## config.mk

```make
export PLATFORM = sky130hd
export DESIGN_NAME = four_bit_down_timer
export DESIGN_NICKNAME = d
export VERILOG_FILES = /design/src/rtl/four_bit_down_timer.sv
export SDC_FILE = /design/constraint.sdc
export NUM_CORES = 1
export LEC_CHECK = 0
export CORE_MARGIN = 2
export CORE_UTILIZATION = 51
export CTS_CLUSTER_DIAMETER = 40
export DETAILED_ROUTE_END_ITERATION = 7
export HOLD_SLACK_MARGIN = 0.05
export PLACE_DENSITY_LB_ADDON = 0.08
export SYNTH_ARGS = -nofsm -noshare
export SYNTH_HDL_FRONTEND = slang
export SYNTH_SLANG_ARGS = --single-unit
export TNS_END_PERCENT = 5
```

## constraint.sdc

```tcl
create_clock -name clk -period 3.11 [get_ports clk]
set_clock_uncertainty 0.05 [all_clocks]
set_input_delay 0.622 -clock clk [delete_from_list [all_inputs] [get_ports clk]]
set_output_delay 0.622 -clock clk [all_outputs]
set_load 0.005 [all_outputs]
```

## src/rtl/four_bit_down_timer.sv

```systemverilog
// Loadable down-counting timer with clock prescaler, pause/hold and optional auto-reload.
// done pulses one cycle on terminal count; zero is a live decode of the count.
module four_bit_down_timer #(
   parameter int unsigned WIDTH    = 4,
   parameter int unsigned PRESCALE = 1
) (
   input  logic             clk,
   input  logic             rst,
   input  logic             load,
   input  logic [WIDTH-1:0] load_val,
   input  logic             start,
   input  logic             pause,
   input  logic             auto_reload,
   output logic [WIDTH-1:0] count,
   output logic             busy,
   output logic             done,
   output logic             zero
);
   localparam int unsigned   PW      = (PRESCALE > 1) ? $clog2(PRESCALE) : 1;
   localparam logic [PW-1:0] PS_LAST = PW'(PRESCALE - 1);

   typedef enum logic [1:0] {IDLE, RUN, HOLD} state_t;

   state_t           state;
   logic [WIDTH-1:0] reload;
   logic [PW-1:0]    presc;

   always_ff @(posedge clk) begin
      if (rst) begin
         state  <= IDLE;
         count  <= '0;
         reload <= '0;
         presc  <= '0;
         busy   <= 1'b0;
         done   <= 1'b0;
      end else begin
         done <= 1'b0;
         if (load) begin
            count  <= load_val;
            reload <= load_val;
            presc  <= '0;
            state  <= IDLE;
            busy   <= 1'b0;
         end else begin
            case (state)
               IDLE: begin
                  if (start) begin
                     if (count != '0) begin
                        state <= RUN;
                        presc <= '0;
                        busy  <= 1'b1;
                     end else begin
                        done <= 1'b1;
                     end
                  end
               end
               // Leaving HOLD counts in the same cycle, so each paused cycle costs exactly one.
               RUN, HOLD: begin
                  if (pause) begin
                     state <= HOLD;
                  end else begin
                     state <= RUN;
                     if (presc != PS_LAST) begin
                        presc <= presc + PW'(1);
                     end else begin
                        presc <= '0;
                        if (count > WIDTH'(1)) begin
                           count <= count - WIDTH'(1);
                        end else begin
                           done <= 1'b1;
                           if (auto_reload) begin
                              count <= reload;
                           end else begin
                              count <= '0;
                              state <= IDLE;
                              busy  <= 1'b0;
                           end
                        end
                     end
                  end
               end
               default: state <= IDLE;
            endcase
         end
      end
   end

   assign zero = (count == '0);

endmodule

```

==> impl_summary.log <==
INFO  metric critical-path-slowest-cell = clkdlybuf4s50_1
INFO  metric post_cts_resized = 0
INFO  metric yosysSeqAreaShare = 32.5%
INFO  metric ctsHtreeMaxLevel = 1
INFO  metric global_route_wire_length_before_repair = 2.63 mm
INFO  metric cts_inserted_buffers = 3
INFO  metric grt_start_max_net_pins = 16
INFO  metric vias_per_cell = 5.84
INFO  metric layout_min_cycle_time = roughly 2500 ps
INFO  metric final_hold_viol_count = 0
INFO  metric initial_utilization = 55.3%
INFO  metric worstPathCellList = inv_1 -> ha_1 -> nor3b_2 -> clkdlybuf4s50_1
INFO  metric drv_slew = 0
INFO  metric placement.cell_area = 895 µm²
INFO  metric cpPeakStageDelay = about 570 ps
INFO  metric route.detailed.wl_per_inst = 13.4 µm
INFO  metric netlist_instances = 85
INFO  metric rsz0062_at_grt = false
INFO  metric count_of_antenna_diodes_in_the_layout = 0
INFO  metric max-clock-path-buffers = 2
INFO  metric first_iter_violations = 27
INFO  metric num_vias = 678
INFO  metric cp_data_required_time = 2440 ps
INFO  metric synthesis.nets = 100
INFO  metric final_antenna_net_count = 0
INFO  metric ioPinCount = 17
INFO  metric p_leak = 0.353 nW
INFO  metric status = completed
INFO  metric endpoint_class_of_the_critical_path = output pin
INFO  metric critical_path_class = reg -> out
INFO  metric reg2reg_slack = 1270 ps
INFO  metric die_area = approximately 0.0018 mm²
INFO  metric worst_ep_arrival = 1850 ps
INFO  metric timing.hold.ws = between 400 and 500 ps
INFO  metric placementRows = 13
INFO  metric yosysWarningCount = 0
INFO  metric globalRouteTotalUtil = 20.0%
INFO  metric setup-tns-final = 0 ps
INFO  metric grt-ovfl-total = 0
INFO  metric fin_area = 931 µm²
INFO  metric cts.repair_timing.setup_buffer_count = 0
INFO  metric synthDistinctLibCells = 34
INFO  metric setup_viol = 0
INFO  metric timing.hold.worst.class = reg -> reg
INFO  metric chipHeight = 42.0 µm
INFO  metric path_clk_slew = 70 ps
INFO  metric max-slew-margin-rel = 63.7%
INFO  metric tritoncts = done
INFO  metric io_buffers = 16
INFO  metric nets = 117
INFO  metric synth_top_area_cell = dfxtp_1
INFO  metric route.detailed.drc = 0
INFO  metric max_freq = 0.397 GHz
INFO  metric slew_of_the_pin_with_the_lowest_slew_margin = 540 ps
INFO  metric pwr_density_cell = slightly above 400 mW/mm²
INFO  metric post_synth_main_area_contributors = dfxtp_1 (33%), ha_1 (8.5%), a21oi_1 (6.1%), nand2b_1 (4.2%), inv_1 (3.6%)
INFO  metric grt_pass1_vias = 589
INFO  metric synth-seq-cells = 12
INFO  metric chipWidth = 42.0 µm
INFO  metric hpwlAfterDp = 1.20 mm
INFO  metric place_worst_setup_slack = 876 ps
INFO  metric grt_antenna_before_repair = 0
INFO  metric cts-hold-fix-buffers = 0
INFO  metric ir_drop = roughly 0.33 mV
INFO  metric path_max_fanout = 6
INFO  metric core_area = 0.00133 mm²
INFO  metric worst_setup_path_start_kind = flip-flop
INFO  metric final_layout_size_suffix_gt1_share = about a tenth
INFO  metric cts.sink_count = 12
INFO  metric gp_congestion = roughly 0.85
INFO  metric area_growth_syn_to_layout = 26.1%
INFO  metric clockRootBuffer = clkbuf_4
INFO  metric synthesis.area_per_instance = 8.68 µm²
INFO  metric post_synthesis_cell_area = 738 µm²
INFO  metric max_cap_violations = 0
INFO  metric firstDrtPassIters = 4
INFO  metric timing.final.ws_setup = 591 ps
INFO  metric worst_skew_pair_latency = 270 ps
INFO  metric layout_worst_path_cycle_share = 81.0%
INFO  metric wirelength = around 1.6 mm
INFO  metric synth_top_cell_area_share = 32.5%
## per-layer routing
metal	GRT usage (%)	part of all wire, %	up-vias
met4	5.63	1.1	0
met5	0	0	-
li1	-	-	344
met1	25.3	45	316
met3	7.76	4.8	2
met2	31.6	49	16
## sequential cells by signal, indices dropped and copies added (netlist names)
signal and cells:
count 4, busy 1, done 1, reload 4, state 2
## worst max-delay path, delay by kind of cell (launching register included)
kind | cells | cell delay (ps)
flops | 1 | 370
simple gates | 1 | 330
buf+inv | 2 | 710
fa+ha+maj | 1 | 160
## cell usage after synthesis
master / count
nor2_2: 2
or4_1: 2
nor3_1: 5
o31a_1: 1
nand2_1: 4
a31oi_1: 2
nand2b_1: 5
ha_1: 5
a32oi_1: 1
nor4_1: 1
clkbuf_1: 3
o21a_1: 1
or3b_1: 1
o41a_1: 1
nor2b_1: 2
nand4b_1: 1
mux2i_1: 2
o21ba_1: 1
dfxtp_1: 12
o21ai_1: 2
a2111oi_2: 1
mux2_4: 1
o31ai_1: 2
o41ai_1: 1
o21ai_2: 1
inv_1: 7
a21oi_1: 9
nor2_1: 3
o2bb2ai_1: 1
nor3b_2: 1
buf_6: 1
o211ai_1: 1
or2_1: 1
a311oi_1: 1
## through the flow
step | total power (W) | util, % | cells
floorplan | 0.000230 | - | 85
CTS | 0.000392 | 69.8 | 116
detailed placement | 0.000266 | 67.1 | 112
finish | 0.000385 | 69.8 | 116
global placement | 0.000264 | 67.1 | 112
global route | 0.000410 | 69.8 | 116
## cells by family (layout without fill, tap and decap cells)
logic type	after synthesis	count (layout)	share of synthesized area (%)
compound gates	26	26	25.3
simple gates	28	28	22.4
buf+inv	11	27	6.61
fa+ha+maj	5	5	8.47
flops	12	12	32.5
mux	3	3	4.75
## placed cells by master, fill, tap and decap left out, types with 2 or more instances in the layout
master,instances
a21oi_1,9
nand2_1,4
nor2_1,3
nor2b_1,2
nor2_2,2
or4_1,2
a31oi_1,2
ha_1,5
clkbuf_4,3
o21ai_1,2
mux2i_1,2
o31ai_1,2
dfxtp_1,12
nor3_1,5
nand2b_1,5
clkdlybuf4s50_1,16
inv_1,7
## final timing paths
kind	start	to	cells after the start
worst max-delay path	count[0]$_SDFFE_PP0P_	zero	4
worst min-delay path	reload[3]$_SDFFE_PP0P_	reload[3]$_SDFFE_PP0P_	2
worst max register to register	count[0]$_SDFFE_PP0P_	count[2]$_SDFFE_PP0P_	6
worst min register to register	reload[3]$_SDFFE_PP0P_	reload[3]$_SDFFE_PP0P_	2
## power by group
group          switching, W  total [W]  internal [W]
combinational     0.0000436  0.0000904     0.0000469
clock             0.0000515   0.000123     0.0000712
sequential       0.00000959   0.000172      0.000162
## final cells by class
| class | count | area [µm²] |
|---|---|---|
| Inverter | 7 | 26.3 |
| Multi-Input combinational cell | 62 | 449 |
| Timing Repair Buffer | 16 | 160 |
| Clock buffer | 4 | 36.3 |
| Sequential cell | 12 | 240 |
| Fill cell | 115 | 403 |
| Tap cell | 15 | 18.8 |
Power figures use the tool's default switching activity.
